===== src/rtl/dijkstra_path_tracer_if.sv =====
// Valid/ready stream carrying the traced path, source node first.
interface dijkstra_path_tracer_if #(
    parameter int INDEX_WIDTH = 5
);
    logic                   valid;
    logic                   ready;
    logic [INDEX_WIDTH-1:0] node;
    logic                   last;

    modport master (output valid, output node, output last, input ready);
    modport slave  (input valid, input node, input last, output ready);
endinterface


===== src/rtl/dijkstra_path_tracer.sv =====
// Walks a Dijkstra predecessor vector back from destination to source, stacking the
// nodes, then streams them out source-first; flags unreachable and looping vectors.
module dijkstra_path_tracer #(
    parameter int                     MAX_NODES        = 32,
    parameter int                     INDEX_WIDTH      = 5,
    parameter logic [INDEX_WIDTH-1:0] NO_PREVIOUS_NODE = '1
) (
    input  logic                                   clock_i,
    input  logic                                   reset_i,
    input  logic                                   start_i,
    input  logic [INDEX_WIDTH-1:0]                 source_i,
    input  logic [INDEX_WIDTH-1:0]                 destination_i,
    input  logic [INDEX_WIDTH-1:0]                 number_of_nodes_i,
    input  logic [MAX_NODES-1:0][INDEX_WIDTH-1:0]  prev_vector_i,
    dijkstra_path_tracer_if.master                 path_if,
    output logic [INDEX_WIDTH:0]                   path_length_o,
    output logic                                   busy_o,
    output logic                                   done_o,
    output logic                                   error_o
);
    localparam int SIW = (MAX_NODES > 1) ? $clog2(MAX_NODES) : 1;

    typedef enum logic [2:0] {
        ST_IDLE,
        ST_WALK,
        ST_EMIT,
        ST_DONE,
        ST_FAIL
    } state_t;

    state_t                 state_q, state_d;
    logic [INDEX_WIDTH-1:0] src_q, src_d;
    logic [INDEX_WIDTH-1:0] nodes_q, nodes_d;
    logic [INDEX_WIDTH-1:0] cur_q, cur_d;
    logic [INDEX_WIDTH:0]   sp_q, sp_d;
    logic [INDEX_WIDTH:0]   len_q, len_d;
    logic [INDEX_WIDTH:0]   path_length_q, path_length_d;
    logic                   push_en;
    logic [INDEX_WIDTH-1:0] stack_q [MAX_NODES];

    always_ff @(posedge clock_i) begin
        if (reset_i) begin
            state_q       <= ST_IDLE;
            src_q         <= '0;
            nodes_q       <= '0;
            cur_q         <= '0;
            sp_q          <= '0;
            len_q         <= '0;
            path_length_q <= '0;
        end else begin
            state_q       <= state_d;
            src_q         <= src_d;
            nodes_q       <= nodes_d;
            cur_q         <= cur_d;
            sp_q          <= sp_d;
            len_q         <= len_d;
            path_length_q <= path_length_d;
        end
    end

    // Stack contents need no reset: only entries below sp are ever read.
    always_ff @(posedge clock_i) begin
        if (push_en) begin
            stack_q[SIW'(sp_q)] <= cur_q;
        end
    end

    always_comb begin
        state_d       = state_q;
        src_d         = src_q;
        nodes_d       = nodes_q;
        cur_d         = cur_q;
        sp_d          = sp_q;
        len_d         = len_q;
        path_length_d = path_length_q;
        push_en       = 1'b0;
        case (state_q)
            ST_IDLE: begin
                if (start_i) begin
                    src_d   = source_i;
                    nodes_d = number_of_nodes_i;
                    cur_d   = destination_i;
                    sp_d    = '0;
                    state_d = ST_WALK;
                end
            end
            ST_WALK: begin
                // A missing predecessor lands in cur and is rejected here, before use.
                if (cur_q >= nodes_q || cur_q == NO_PREVIOUS_NODE) begin
                    path_length_d = '0;
                    state_d       = ST_FAIL;
                end else if (sp_q == {1'b0, nodes_q}) begin
                    path_length_d = '0;
                    state_d       = ST_FAIL;
                end else begin
                    push_en = 1'b1;
                    sp_d    = sp_q + 1'b1;
                    if (cur_q == src_q) begin
                        len_d   = sp_q + 1'b1;
                        state_d = ST_EMIT;
                    end else begin
                        cur_d = prev_vector_i[SIW'(cur_q)];
                    end
                end
            end
            ST_EMIT: begin
                if (path_if.ready) begin
                    sp_d = sp_q - 1'b1;
                    if (sp_q == 1) begin
                        path_length_d = len_q;
                        state_d       = ST_DONE;
                    end
                end
            end
            ST_DONE: state_d = ST_IDLE;
            ST_FAIL: state_d = ST_IDLE;
            default: state_d = ST_IDLE;
        endcase
    end

    assign path_if.valid = (state_q == ST_EMIT);
    assign path_if.node  = (state_q == ST_EMIT) ? stack_q[SIW'(sp_q - 1'b1)] : '0;
    assign path_if.last  = (state_q == ST_EMIT) && (sp_q == 1);
    assign path_length_o = path_length_q;
    assign busy_o        = (state_q != ST_IDLE);
    assign done_o        = (state_q == ST_DONE) || (state_q == ST_FAIL);
    assign error_o       = (state_q == ST_FAIL);
endmodule

===== src/flat_wrapper.sv =====
// flat-port wrapper written by rule: the top's interface ports become plain ports
module dijkstra_path_tracer_flat 
#(
    parameter int                     MAX_NODES        = 32,
    parameter int                     INDEX_WIDTH      = 5,
    parameter logic [INDEX_WIDTH-1:0] NO_PREVIOUS_NODE = '1
)
  (clock_i, reset_i, start_i, source_i, destination_i, number_of_nodes_i, prev_vector_i, path_length_o, busy_o, done_o, error_o, path_if_valid, path_if_node, path_if_last, path_if_ready);
  dijkstra_path_tracer_if #(.INDEX_WIDTH(INDEX_WIDTH)) path_if_i ();
  input  logic clock_i;
  input  logic reset_i;
  input  logic start_i;
  input  logic [INDEX_WIDTH-1:0] source_i;
  input  logic [INDEX_WIDTH-1:0] destination_i;
  input  logic [INDEX_WIDTH-1:0] number_of_nodes_i;
  input  logic [MAX_NODES-1:0][INDEX_WIDTH-1:0] prev_vector_i;
  output logic [INDEX_WIDTH:0] path_length_o;
  output logic busy_o;
  output logic done_o;
  output logic error_o;
  output wire logic [$bits(path_if_i.valid)-1:0] path_if_valid;
  output wire logic [$bits(path_if_i.node)-1:0] path_if_node;
  output wire logic [$bits(path_if_i.last)-1:0] path_if_last;
  input wire logic [$bits(path_if_i.ready)-1:0] path_if_ready;
  assign path_if_valid = path_if_i.valid;
  assign path_if_node = path_if_i.node;
  assign path_if_last = path_if_i.last;
  assign path_if_i.ready = path_if_ready;
  dijkstra_path_tracer #(.MAX_NODES(MAX_NODES), .INDEX_WIDTH(INDEX_WIDTH), .NO_PREVIOUS_NODE(NO_PREVIOUS_NODE)) u_core (.clock_i(clock_i), .reset_i(reset_i), .start_i(start_i), .source_i(source_i), .destination_i(destination_i), .number_of_nodes_i(number_of_nodes_i), .prev_vector_i(prev_vector_i), .path_if(path_if_i), .path_length_o(path_length_o), .busy_o(busy_o), .done_o(done_o), .error_o(error_o));
endmodule

===== config.mk =====
export PLATFORM = sky130hd
export DESIGN_NAME = dijkstra_path_tracer_flat
export DESIGN_NICKNAME = d
export VERILOG_FILES = /design/src/rtl/dijkstra_path_tracer_if.sv /design/src/rtl/dijkstra_path_tracer.sv /design/src/flat_wrapper.sv
export SDC_FILE = /design/constraint.sdc
export NUM_CORES = 1
export LEC_CHECK = 0
export BUFFER_PORTS_ARGS = -buffer_cell sky130_fd_sc_hd__buf_4
export CAP_MARGIN = 25
export CORE_UTILIZATION = 60
export CTS_BUF_LIST = sky130_fd_sc_hd__clkbuf_4 sky130_fd_sc_hd__clkbuf_8 sky130_fd_sc_hd__clkbuf_16
export CTS_CLUSTER_DIAMETER = 200
export CTS_CLUSTER_SIZE = 28
export DETAILED_ROUTE_END_ITERATION = 10
export GPL_TIMING_DRIVEN = 1
export HOLD_SLACK_MARGIN = 0.06
export PLACE_DENSITY = 0.92
export SYNTH_ARGS = -nofsm -noshare
export SYNTH_HDL_FRONTEND = slang
export SYNTH_SLANG_ARGS = --single-unit

===== constraint.sdc =====
create_clock -name clock_i -period 9.6 [get_ports clock_i]
set_input_delay 0.48 -clock clock_i [delete_from_list [all_inputs] [get_ports clock_i]]
set_output_delay 0.48 -clock clock_i [all_outputs]
set_load 0.05 [all_outputs]

# After elaboration in Yosys (flattened, before gate mapping)

Memory sizes are Yosys's and may differ from the RTL's.
Index checks and enable logic that the tools add are counted.

Flip-flop bits (word level): 36
RAM bits: 160
Input port bits: 179
Output and inout bits: 16
Logic and storage cells: 74
Memories kept: 1

Memory list:

| memory         | words | width | read ports | clocked after memory_dff | write ports | line                       | RTL |
|---|---|---|---|---|---|---|---|
| u_core.stack_q | 32    | 5     | 1          | 0                        | 1           | dijkstra_path_tracer.sv:39 | `logic [INDEX_WIDTH-1:0] stack_q [MAX_NODES];` |

Add/sub/neg operators: 2
Magnitude comparators: 2
Equality and inequality tests: 16
Multiplexer cells: 30
Bitwise gates (word level): 2
Reduce and logical (&&, ||, !) cells: 14

Operator list:

| operator              | number |
|---|---|
| $mux W6               | 8 |
| $mux W5               | 6 |
| $bmux W5 S5           | 1 |
| $mux W3               | 6 |
| $pmux W6 S3           | 1 |
| $pmux W6 S2           | 1 |
| $reduce_and A4 Y1     | 3 |
| $pmux W5 S2           | 1 |
| $reduce_and A5 Y1     | 2 |
| $pmux W3 S3           | 1 |
| $ne A2 B2 Y1 const B  | 4 |
| $add A6 B1 Y6 const B | 1 |
| $eq A3 B2 Y1 const B  | 2 |
| $eq A6 B1 Y1 const B  | 1 |
| $eq A6 B5 Y1          | 1 |
| $lt A5 B6 Y1 const B  | 1 |
| $reduce_bool A3 Y1    | 2 |
| $sub A6 B1 Y6 const B | 1 |
| $eq A5 B5 Y1          | 1 |
| $eq A5 B5 Y1 const B  | 1 |
| $ge A5 B5 Y1          | 1 |
| $mux W1               | 5 |
| $ne A2 B1 Y1 const B  | 2 |
| $ne A4 B1 Y1 const B  | 1 |
| 9 further kinds       | 12 |

# Depth between registers and ports, before layout

Gate-level depths: netlist of run 1.

Depth in word-level cells: 6
Gate-level depth with buffers: 12
Gate-level depth less buffers: 8

# Worst setup path before layout of run 1

OpenSTA, ideal clock, no wires.

Path type: register -> output
Start point: reg u_core.sp_q[0]
End point: out path_if_node[1]
Arrival time: 2952 ps
Required time: 9120 ps
Setup slack: 6168 ps
Cell stages (with the launch flop): 13
Buffers on the path: 6
Path through: dfxtp_1 > buf_4 > buf_6 > buf_6 > inv_1 > ha_1 > buf_2 > buf_2 > clkbuf_1 > mux4_2 > a211oi_1 > a21oi_1 > a22o_1

Word-level cells in the longest chain between the ends: 3

RTL lines:

| item                   | line                        | RTL |
|---|---|---|
| start, declared        | dijkstra_path_tracer.sv:35  | `logic [INDEX_WIDTH:0] sp_q, sp_d;` |
| start signal, assigned | dijkstra_path_tracer.sv:55  | `sp_q <= sp_d;` |
| $sub A6 B1 Y6          | --                          |  |
| $mem_v2 Z32 W5         | --                          |  |
| $mux W5                | dijkstra_path_tracer.sv:122 | `assign path_if.node = (state_q == ST_EMIT) ? stack_q[SIW'(sp_q - 1'b1)] : '0;` |
| end, declared          | flat_wrapper.sv:22          | `output wire logic [$bits(path_if_i.node)-1:0] path_if_node;` |

Every way passes these cells.

# Worst setup path in the final report of run 1

Start point: reg u_core.sp_q[1]
End point: out path_if_node[1]

Same word-level chain as after synthesis.

==> key figures, run 1 <==
Run status
  • Status: complete, no violations

Timing
  • Period utilization: 0.421
  • Worst Skew: 0.0116 ns
  • Fin Setup TNS: 0 ns
  • Max Fclk: 248 MHz
  • Final hold violation count: 0
  • Worst slew pin tran: 0.888 ns
  • RSZ-0062 raised after global routing: false
  • Final setup viols: 0
  • Slew Limit Fails: 0
  • Final min period: 4.04 ns
  • Slew Limit Headroom: 0.404

Clocking
  • Post-CTS Setup Bufs: 0
  • Clk root buf: clkbuf_16
  • CTS tree: yes
  • Clock Latency Late Sink: 0.44 ns
  • Htree depth: 4
  • Deepest clock path buffer count: 2
  • Hold_buf cts: 0
  • Clk sinks: 196
  • Clock transition at path regs: 0.08 ns
  • CTS resizes: 0
  • CTS buffer count: 17

Floorplan
  • Die width: 129 µm
  • Row cnt: 46
  • Die Y: 129 µm
  • Total die area: 16700 µm²
  • Initial Util: 0.614
  • Core area: 15800 µm²
  • Io pins: 195

Global route
  • Total GRT Usage: 0.314
  • Pin count of the biggest net entering global routing: 77
  • First-pass GRT wire length: 37.6 mm
  • Number of global-route vias before repair: 6908
  • Initial antenna violation count: 0
  • GR Overflow Total: 0

Critical path
  • Worst setup path class: flop to primary output
  • Max FO, Critical Path: 31
  • CP Capture Type: primary output
  • CP Data Required Time: 9.12 ns
  • Worst r2r path cells: 7
  • Worst Path Arrival: 3.56 ns
  • Crit start category: flop

Job
  • MaxCap Viol Count: 0

Logic synthesis
  • Synth top area cells: edfxtp_1 49%, mux4_2 16%, dfxtp_1 7.4%
  • Netlist cell types: 61
  • Yosys Warn Count: 0
  • Post-Synthesis Cell Area: 9720 µm²
  • Syn Area/Cell: 14.1 µm²
  • Largest area contributor in the netlist: edfxtp_1
  • Top FF cell, synth: edfxtp_1
  • Number of synthesized flops with an enable pin: 160
  • Mapped Cells: 687
  • Top post-synthesis cells by count: 160 x edfxtp_1, 68 x mux4_2, 66 x nor2_1, 40 x nand2_1, 36 x dfxtp_1
  • Top-count cell post-synth: edfxtp_1
  • Ys async rst share: 0
  • Sequential area share after synthesis: 0.568
  • Yosys top cell area share: 0.494
  • Syn Nets: 876
  • Yosys reg bits: 196

Layout
  • Fin cells: 1088
  • Reg area: 5540 µm²
  • Fillers: 973
  • Area Growth Syn to Fin: 22.0%
  • Final #Nets: 1048
  • Ratio of cells with drive above 1 in the final layout: 0.375
  • Multi-input logic area: 3860 µm²
  • # diodes: 0

Routing
  • Routed vias: 6921
  • Initial drt markers: 648
  • 1st-pass router iterations: 5
  • WL/cell: 23.2 µm
  • Detailed Route WL: 25.2 mm
  • Routed Antenna Nets: 0
  • Drt drc: 0
  • Via density: 6.36

Place
  • Port Buf Inserts: 194
  • DP Cell Count: 1055
  • Dpl hpwl: 17.3 mm
  • Final GP Congestion: 0.945

Worst hold path
  • HP Class: primary input to flop
  • Hold depth: 3

Power and ir drop
  • Pwr dens: 269 nW/µm²
  • Max IR drop VDD: 155 µV
  • Static leakage power: 4.20 nW
cells in the final DEF (no fill, tap or decap), drive strengths merged, types with 12 or more instances in the layout:
cell | netlist | layout
buf | 39 | 203
nor2 | 66 | 66
o22ai | 13 | 13
a211oi | 16 | 16
mux4 | 68 | 68
mux2i | 35 | 35
inv | 16 | 24
nand2 | 40 | 40
a21oi | 34 | 34
dfxtp | 36 | 36
clkbuf | 11 | 17
nand3 | 12 | 12
edfxtp | 160 | 160
per-layer routing:
layer,global-route usage,share of wire
met3,0.0677,0.073
met4,0.127,0.030
met2,0.552,0.53
met1,0.378,0.36
met5,0,0
where the power goes:
group          internal (W)  switching [W]  total (W)
Combinational      0.000573       0.000760    0.00133
Sequential          0.00106       0.000104    0.00116
Clock              0.000369       0.000329   0.000698
Total               0.00200        0.00119    0.00319
sequential cells by signal (all words and copies together) (netlist names):
signal	count
u_core.nodes_q	5
u_core.len_q	6
u_core.state_q	3
u_core.stack_q	160
u_core.path_length_o	6
u_core.sp_q	6
u_core.cur_q	5
u_core.src_q	5
metrics by stage:
step                utilization  hold slack, ns  instance area (µm²)  setup slack (ns)  total power, W
floorplan                     -           0.448                 9720              6.17         0.00198
global placement          0.711           0.457                11200              6.23         0.00245
detailed placement        0.711           0.466                11200              6.04         0.00248
CTS                       0.748           0.281                11800              5.61         0.00318
global route              0.749           0.279                11900              5.43         0.00334
finish                    0.749           0.280                11900              5.56         0.00319
cells by family after synthesis:
family | share of synthesized area
flops | 0.568
buf+inv | 0.0348
fa+ha+maj | 0.0129
simple gates | 0.0911
xor+xnor | 0.0162
compound gates | 0.0772
mux | 0.199
worst paths after layout:
kind | startpoint | end | slack (ns)
min | source_i[2] | u_core.src_q[2] | 0.28
min reg2reg | u_core.src_q[3] | u_core.src_q[3] | 0.48
max | u_core.sp_q[1] | path_if_node[1] | 5.56
max reg2reg | u_core.cur_q[3] | u_core.stack_q[2][1] | 6.03
layout make-up:
type / count / share of cell area
clock buffers: 17 / 0.0359
clock inverters: 15 / 0.0137
inverters: 16 / 0.00506
multi-input cells: 425 / 0.326
flip-flops and latches: 196 / 0.467
well taps: 216 / 0.0228
repair buffers: 203 / 0.130
worst max-delay path, cell delays in order (launching register included):
cell	delay (ns)
dfxtp_1	0.49
inv_1	0.18
ha_1	0.66
buf_4	0.49
mux4_2	0.37
nor2b_1	0.15
a211oi_1	0.25
a21oi_1	0.07
a22o_1	0.25
buf_4	0.19
(Power assumes the default switching activity.)
==> run 2: changes to the inputs <==
--- a/config.mk
+++ b/config.mk
@@ -5,16 +5,17 @@
 export SDC_FILE = /design/constraint.sdc
 export NUM_CORES = 1
 export LEC_CHECK = 0
+export ABC_AREA = 1
 export BUFFER_PORTS_ARGS = -buffer_cell sky130_fd_sc_hd__buf_4
 export CAP_MARGIN = 25
-export CORE_UTILIZATION = 60
+export CORE_UTILIZATION = 51
 export CTS_BUF_LIST = sky130_fd_sc_hd__clkbuf_4 sky130_fd_sc_hd__clkbuf_8 sky130_fd_sc_hd__clkbuf_16
 export CTS_CLUSTER_DIAMETER = 200
 export CTS_CLUSTER_SIZE = 28
 export DETAILED_ROUTE_END_ITERATION = 10
 export GPL_TIMING_DRIVEN = 1
 export HOLD_SLACK_MARGIN = 0.06
-export PLACE_DENSITY = 0.92
+export PLACE_DENSITY = 0.83
 export SYNTH_ARGS = -nofsm -noshare
 export SYNTH_HDL_FRONTEND = slang
 export SYNTH_SLANG_ARGS = --single-unit
==> constraint.sdc (replaced) <==
create_clock -name clock_i -period 3.2 [get_ports clock_i]
set_input_delay 0.16 -clock clock_i [delete_from_list [all_inputs] [get_ports clock_i]]
set_output_delay 0.16 -clock clock_i [all_outputs]
set_load 0.05 [all_outputs]
==> run 2 against run 1 <==
Utilization fell by 11 points. Clock skew is 0.0015 ns higher. Highest routed layer unchanged. Sequential share of layout area decreased by 2.9 points. Total power increased to 3.2 times the previous value. First-iteration DRC count is 100% higher. Worst setup slack lost 5.4 ns. Combinational power grew to 3.7 times the previous value. Sequential power rose to 2.8 times the previous value. Clock power rose to 3.0 times the previous value. Critical path depth up 2.
==> key figures, run 2 <==
Run status
  • Status: complete, no violations

Worst hold path
  • Hold depth: 5 (+2)
  • Source of the worst hold timing path: destination_i[2]
  • HP Class: primary input to flop
  • Worst Hold Endpoint: u_core.cur_q[2]

Logic synthesis
  • Largest area contributor in the netlist: edfxtp_1
  • Top FF cell, synth: edfxtp_1
  • Top-count cell post-synth: nand2_1
  • Ys async rst share: 0 (unchanged)
  • Synth top area cells: edfxtp_1 46%, nand2_1 15%, nand3_1 9.9%
  • Yosys Warn Count: 0 (unchanged)
  • Yosys top cell area share: 0.464 (-0.0302)
  • Syn Area/Cell: 8.36 µm² (-41%)
  • Netlist cell types: 39 (-36%)
  • Number of synthesized flops with an enable pin: 160 (unchanged)
  • Yosys reg bits: 196 (unchanged)
  • Post-Synthesis Cell Area: 10400 µm² (+6.5%)
  • Mapped Cells: 1238 (+80%)
  • Syn Nets: 1427 (+63%)
  • Top post-synthesis cells by count: 427 x nand2_1, 204 x nand3_1, 160 x edfxtp_1, 110 x nor2_1, 58 x a21oi_1
  • Sequential area share after synthesis: 0.534 (-0.0348)

Layout
  • Ratio of cells with drive above 1 in the final layout: 0.202 (-0.173)
  • Area Growth Syn to Fin: 22.2% (about the same)
  • Most common cell after layout, fill and taps aside: nand2_1
  • Max reg flops: 160 (unchanged)
  • # diodes: 0 (unchanged)
  • Top reg by flops: u_core.stack_q
  • Commonest non-fill, non-tap cells in the layout: 427 x nand2_1, 215 x buf_4, 204 x nand3_1
  • Final #Nets: 1603 (+53%)

Timing
  • Final hold violation count: 0 (unchanged)
  • Final min period: 3.01 ns
  • RSZ-0062 raised after global routing: false
  • Period utilization: 0.941
  • Hold Slack: 0.0888 ns (-0.191 ns)
  • Worst Skew: 0.0132 ns (+0.00154 ns)
  • Slew Limit Fails: 0 (unchanged)
  • Fin Setup TNS: 0 ns (unchanged)
  • Final setup viols: 0 (unchanged)
  • Max Fclk: 332 MHz
  • Worst slew pin tran: 0.840 ns (-0.0476 ns)
  • Slew Limit Headroom: 0.439 (+0.0351)

Floorplan
  • Row cnt: 51 (+11%)
  • Initial Util: 0.527 (-0.0873)
  • Io pins: 195 (unchanged)
  • Die width: 144 µm (+12%)
  • Total die area: 20900 µm² (+25%)
  • Core area: 19700 µm² (+24%)
  • Die Y: 144 µm (+12%)

Critical path
  • Dominant delay contributor by cell family on the critical path: buffers and inverters
  • R2R Path Start: u_core.cur_q[0]
  • Worst setup path class: flop to primary output
  • Crit start category: flop
  • Max FO, Critical Path: 33 (+6.5%)
  • Worst Path Arrival: 2.85 ns (-0.71 ns)
  • Worst path bufs/invs: 4 (+1)
  • CP Capture Type: primary output
  • Worst path slowest cell: dfxtp_2
  • Crit path cell chain: inv_2, ha_1, clkinv_1, buf_4, a21oi_1, a22oi_1, nand2_1, nand3_1, o21ai_0, o21ai_1, buf_4
  • Max incr delay on CP: 0.36 ns (-0.30 ns)
  • Levels on crit path: 11 (+2)
  • CP Data Required Time: 3.04 ns (-6.08 ns)
  • Reg2reg end: u_core.stack_q[14][2]
  • Worst r2r path cells: 11 (+4)
  • Worst R2R Setup Slack: 0.43 ns (-5.60 ns)
  • Worst path most repeated cell: buf_4

Routing
  • Routed vias: 9525 (+38%)
  • Detailed Route WL: 29.3 mm (+16%)
  • Drt drc: 0 (unchanged)
  • 1st-pass router iterations: 6 (+1)
  • Routed Antenna Nets: 0 (unchanged)
  • Via density: 5.63 (-12%)
  • WL/cell: 17.3 µm (-25%)
  • Initial drt markers: 1317 (+100%)

Global route
  • Number of global-route vias before repair: 8794 (+27%)
  • First-pass GRT wire length: 45.5 mm (+21%)
  • Total GRT Usage: 0.292 (-0.0219)
  • Initial antenna violation count: 0 (unchanged)
  • GR Overflow Total: 0 (unchanged)
  • Pin count of the biggest net entering global routing: 82 (+6.5%)

Clocking
  • CTS resizes: 0 (unchanged)
  • Clk sinks: 196 (unchanged)
  • Clock Latency Late Sink: 0.45 ns (about the same)
  • Post-CTS Setup Bufs: 0 (unchanged)
  • CTS buffer count: 17 (unchanged)
  • Clk root buf: clkbuf_16
  • Hold_buf cts: 18 (+18)
  • Htree depth: 4 (unchanged)
  • CTS tree: yes
  • Deepest clock path buffer count: 2 (unchanged)
  • Clock transition at path regs: 0.07 ns (about the same)

Place
  • Port Buf Inserts: 194 (unchanged)
  • Final GP Congestion: 0.978 (+3.4%)
  • Dpl hpwl: 19.8 mm (+14%)

Power and ir drop
  • Design Power: 0.0102 W (+220%)
  • Static leakage power: 5.32 nW (+27%)
  • Max IR drop VDD: 604 µV (+290%)
  • Pwr dens: 809 nW/µm² (+200%)

Job
  • MaxCap Viol Count: 0 (unchanged)
==> run 2: stage by stage <==
step / instances / util / area (µm²) / worst slack [ns]
floorplan: 1238 / - / 10400 / 0.362
global placement: 1642 / 0.605 / 11900 / 0.560
detailed placement: 1642 / 0.605 / 11900 / 0.468
CTS: 1692 / 0.643 / 12600 / 0.194
global route: 1692 / 0.643 / 12600 / 0.00218
finish: 1692 / 0.643 / 12600 / 0.190
==> run 2: kinds of logic after synthesis <==
| logic type | Yosys count | synth area share |
|---|---|---|
| buffers and inverters | 121 | 0.0570 |
| AO/OA/AOI/OAI | 130 | 0.0730 |
| flip-flops | 196 | 0.534 |
| AND/OR/NAND/NOR | 771 | 0.316 |
| XOR/XNOR | 10 | 0.00846 |
| adder cells (fa/ha/maj) | 10 | 0.0121 |
==> run 2: metal layers <==
| metal | up-vias | share of wire | track usage |
|---|---|---|---|
| met4 | 0 | 0.030 | 0.114 |
| met1 | 4375 | 0.40 | 0.383 |
| met2 | 548 | 0.48 | 0.466 |
| li1 | 4532 | - | - |
| met3 | 70 | 0.096 | 0.0695 |
| met5 | - | 0 | 0 |
==> run 2: cell type report <==
class                   count  area [µm²]
inverters                  45         174
flip-flops and latches    196        5530
multi-input cells         921        4250
well taps                 265         332
clock inverters            14         136
repair buffers            233        1790
fillers                  1601        7010
clock buffers              18         433
==> run 2: worst max-delay path by stage <==
stage | start | slack, ns | to
floorplan | u_core.sp_q[0] | 0.36 | path_if_node[3]
global placement | u_core.cur_q[0] | 0.56 | u_core.stack_q[30][3]
detailed placement | u_core.cur_q[0] | 0.47 | u_core.stack_q[14][0]
CTS | u_core.sp_q[0] | 0.19 | path_if_node[4]
global route | u_core.sp_q[0] | 0.002 | path_if_node[4]
finish | u_core.sp_q[0] | 0.19 | path_if_node[4]
==> run 2: worst min-delay path, stage by stage <==
cell and delay, ns:
buf_4 0.08, nand2_1 0.04, nand3_1 0.08, nor2_1 0.05
nor2_1 0.07
==> run 2: power by group <==
part	internal (W)	switching, W	leakage, nW
combinational	0.00154	0.00341	3.29
sequential	0.00309	0.000128	1.76
clock	0.00115	0.000907	0.275
total	0.00578	0.00445	5.32
==> run 3: changes to the inputs <==
--- a/config.mk
+++ b/config.mk
@@ -14,8 +14,9 @@
 export CTS_CLUSTER_SIZE = 28
 export DETAILED_ROUTE_END_ITERATION = 10
 export GPL_TIMING_DRIVEN = 1
-export HOLD_SLACK_MARGIN = 0.06
-export PLACE_DENSITY = 0.83
+export HOLD_SLACK_MARGIN = 0.12
+export PLACE_DENSITY = 0.73
+export SLEW_MARGIN = 10
 export SYNTH_ARGS = -nofsm -noshare
 export SYNTH_HDL_FRONTEND = slang
 export SYNTH_SLANG_ARGS = --single-unit
==> run 3 against run 2 <==
Cell count rose by 0.30%. Register-to-register slack improved by 0.06 ns. Via count fell by 1.5%. Non-clock buffer count rose by 5. Die area did not move. Clock power barely moved. Worst hold slack improved by 0.13 ns. Combinational power rose by 1%. Global-route usage fell by 0.36 points. Sequential power barely moved. Critical path depth fell by 1. Critical path type unchanged. Largest power group unchanged. Highest routed layer unchanged.
==> key figures, run 3 (same netlist as run 2, synthesis figures left out) <==
Run status
  • Status: complete, no violations

Routing
  • Drt drc: 0 (unchanged)
  • Initial drt markers: 973 (-26%)
  • Via density: 5.53 (-1.8%)
  • Routed vias: 9380 (-1.5%)
  • WL/cell: 17.1 µm (-1.0%)
  • 1st-pass router iterations: 5 (-1)
  • Detailed Route WL: 29.1 mm (-0.72%)
  • Routed Antenna Nets: 0 (unchanged)

Global route
  • Pin count of the biggest net entering global routing: 115 (+40%)
  • Number of global-route vias before repair: 8840 (+0.52%)
  • First-pass GRT wire length: 45.3 mm (-0.44%)
  • Initial antenna violation count: 0 (unchanged)
  • Total GRT Usage: 0.288 (-0.00357)
  • GR Overflow Total: 0 (unchanged)

Timing
  • Hold Slack: 0.223 ns (+0.134 ns)
  • Worst slew pin tran: 0.841 ns (+0.000440 ns)
  • Final min period: 3.02 ns (+0.0149 ns)
  • Final setup viols: 0 (unchanged)
  • Max Fclk: 331 MHz (-0.49%)
  • Worst Skew: 0.0102 ns (-0.00298 ns)
  • Slew Limit Fails: 0 (unchanged)
  • Final hold violation count: 0 (unchanged)
  • Slew Limit Headroom: 0.439 (about the same)
  • Period utilization: 0.945 (+0.00464)
  • RSZ-0062 raised after global routing: false
  • Fin Setup TNS: 0 ns (unchanged)

Layout
  • Reg area: 5530 µm² (unchanged)
  • Fin cells: 1697 (+0.30%)
  • Max reg flops: 160 (unchanged)
  • Top reg by flops: u_core.stack_q
  • Commonest non-fill, non-tap cells in the layout: 427 x nand2_1, 216 x buf_4, 204 x nand3_1
  • # diodes: 0 (unchanged)
  • Final #Nets: 1608 (+0.31%)
  • Most common cell after layout, fill and taps aside: nand2_1
  • Fillers: 1623 (+1.4%)
  • Final core utilization: 0.648 (+0.00414)
  • Ratio of cells with drive above 1 in the final layout: 0.205 (+0.00279)
  • Multi-input logic area: 4250 µm² (unchanged)
  • Area Growth Syn to Fin: 22.9%

Power and ir drop
  • Comb pwr share: 0.488 (+0.004)
  • Sw Pwr: 0.00456 W (+2.6%)
  • Max IR drop VDD: 596 µV (-1.3%)
  • Internal: 0.00572 W (-1.1%)
  • Clock power frac: 0.202 (about the same)
  • Sequential Power Share: 0.310 (-0.004)
  • Switching portion of total power: 0.444 (+0.00889)
  • Design Power: 0.0103 W (+0.50%)
  • Pwr dens: 808 nW/µm² (-0.14%)
  • Static leakage power: 5.36 nW (+0.66%)

Clocking
  • Post-CTS Setup Bufs: 0 (unchanged)
  • Deepest clock path buffer count: 2 (unchanged)
  • Clk sinks: 196 (unchanged)
  • Htree depth: 4 (unchanged)
  • Clock Latency Late Sink: 0.44 ns (about the same)
  • CTS tree: yes
  • Clk root buf: clkbuf_16
  • CTS buffer count: 17 (unchanged)
  • Clock transition at path regs: 0.07 ns (about the same)

Floorplan
  • Io pins: 195 (unchanged)
  • Die Y: 144 µm (unchanged)
  • Die width: 144 µm (unchanged)
  • Core area: 19700 µm² (unchanged)
  • Total die area: 20900 µm² (unchanged)
  • Row cnt: 51 (unchanged)
  • Initial Util: 0.527 (unchanged)

Critical path
  • Worst R2R Setup Slack: 0.49 ns (+0.06 ns)
  • CP Capture Type: primary output
  • Crit start category: flop
  • Max FO, Critical Path: 24 (-27%)
  • R2R Path Start: u_core.nodes_q[4]
  • Worst r2r path cells: 11 (unchanged)
  • Worst Path Arrival: 2.86 ns (about the same)
  • CP startpoint: u_core.sp_q[1]
  • CP Data Required Time: 3.04 ns (about the same)
  • Worst setup path class: flop to primary output
  • Reg2reg end: u_core.stack_q[16][0]

Worst hold path
  • Hold depth: 6 (+1)
  • Worst Hold Endpoint: u_core.state_q[1]
  • Source of the worst hold timing path: start_i
  • HP Class: primary input to flop

Place
  • Port Buf Inserts: 194 (unchanged)
  • Dpl hpwl: 19.6 mm (-1.0%)
  • DP Cell Count: 1645 (+0.18%)
  • Final GP Congestion: 0.921 (-5.8%)

Job
  • MaxCap Viol Count: 0 (unchanged)
[run 3: changes by cell type in the layout (fill, tap and decap cells not counted), moves of 2 or more]
cell / change
inv_8: +5
clkinv_2: -4
inv_6: +3
buf_12: +2
bufinv_16: -2
clkinv_1: -2
clkinv_8: +2
clkinvlp_4: -2
dlygate4sd3_1: +2
[run 3: cell type report]
| type | instances | area share |
|---|---|---|
| inverter | 45 | 0.0137 |
| multi-input combinational | 921 | 0.334 |
| clock buffer | 17 | 0.0334 |
| sequential | 196 | 0.435 |
| timing repair buffer | 238 | 0.146 |
| tap | 265 | 0.0260 |
| clock inverter | 15 | 0.0124 |
[run 3: routing by layer]
metal | GRT usage | vias to the layer above | routed length [µm]
li1 | - | 4541 | -
met1 | 0.390 | 4292 | 12400
met2 | 0.459 | 479 | 13600
met3 | 0.0576 | 68 | 2370
met4 | 0.105 | 0 | 745
met5 | 0 | - | 0
[run 3: repair_timing]
| item | 4_1_cts | 5_1_grt |
|---|---|---|
| resized for setup | 0 | 0 |
| hold buffers | 20 | 0 |
| setup endpoints to repair | 0 | 0 |
| endpoints found under the hold margin | 24 | 0 |
[run 3: worst max path at each step]
stage	depth (start not counted)	slack, ns	end
6_report	10	0.18	path_if_node[3]
5_1_grt	11	0.07	path_if_node[4]
4_1_cts	10	0.18	path_if_node[3]
3_5_place_dp	11	0.52	u_core.stack_q[16][2]
3_3_place_gp	11	0.62	u_core.stack_q[16][1]
2_1_floorplan	11	0.36	path_if_node[3]
[run 3: worst max-delay path, stage by stage, from the launching register on]
cell,delay [ns]
dfxtp_1,0.42
inv_1,0.17
ha_1,0.33
clkinv_1,0.10
buf_4,0.24
nand2_1,0.11
a21oi_1,0.06
a211oi_1,0.31
o21ai_0,0.20
o22ai_1,0.23
buf_4,0.25
[run 3: metrics by stage]
stage | cell area [µm²] | setup slack, ns
finish | 12700 | 0.176
global route | 12700 | 0.0682
CTS | 12700 | 0.183
detailed placement | 11900 | 0.522
global placement | 11900 | 0.625
floorplan | 10400 | 0.362
[run 3: power groups by stage]
stage,sequential (W),clock (W),combinational (W)
floorplan,0.00331,0,0.00348
global placement,0.00324,0,0.00484
detailed placement,0.00324,0,0.00488
CTS,0.00319,0.00209,0.00494
global route,0.00320,0.00218,0.00554
finish,0.00319,0.00208,0.00502
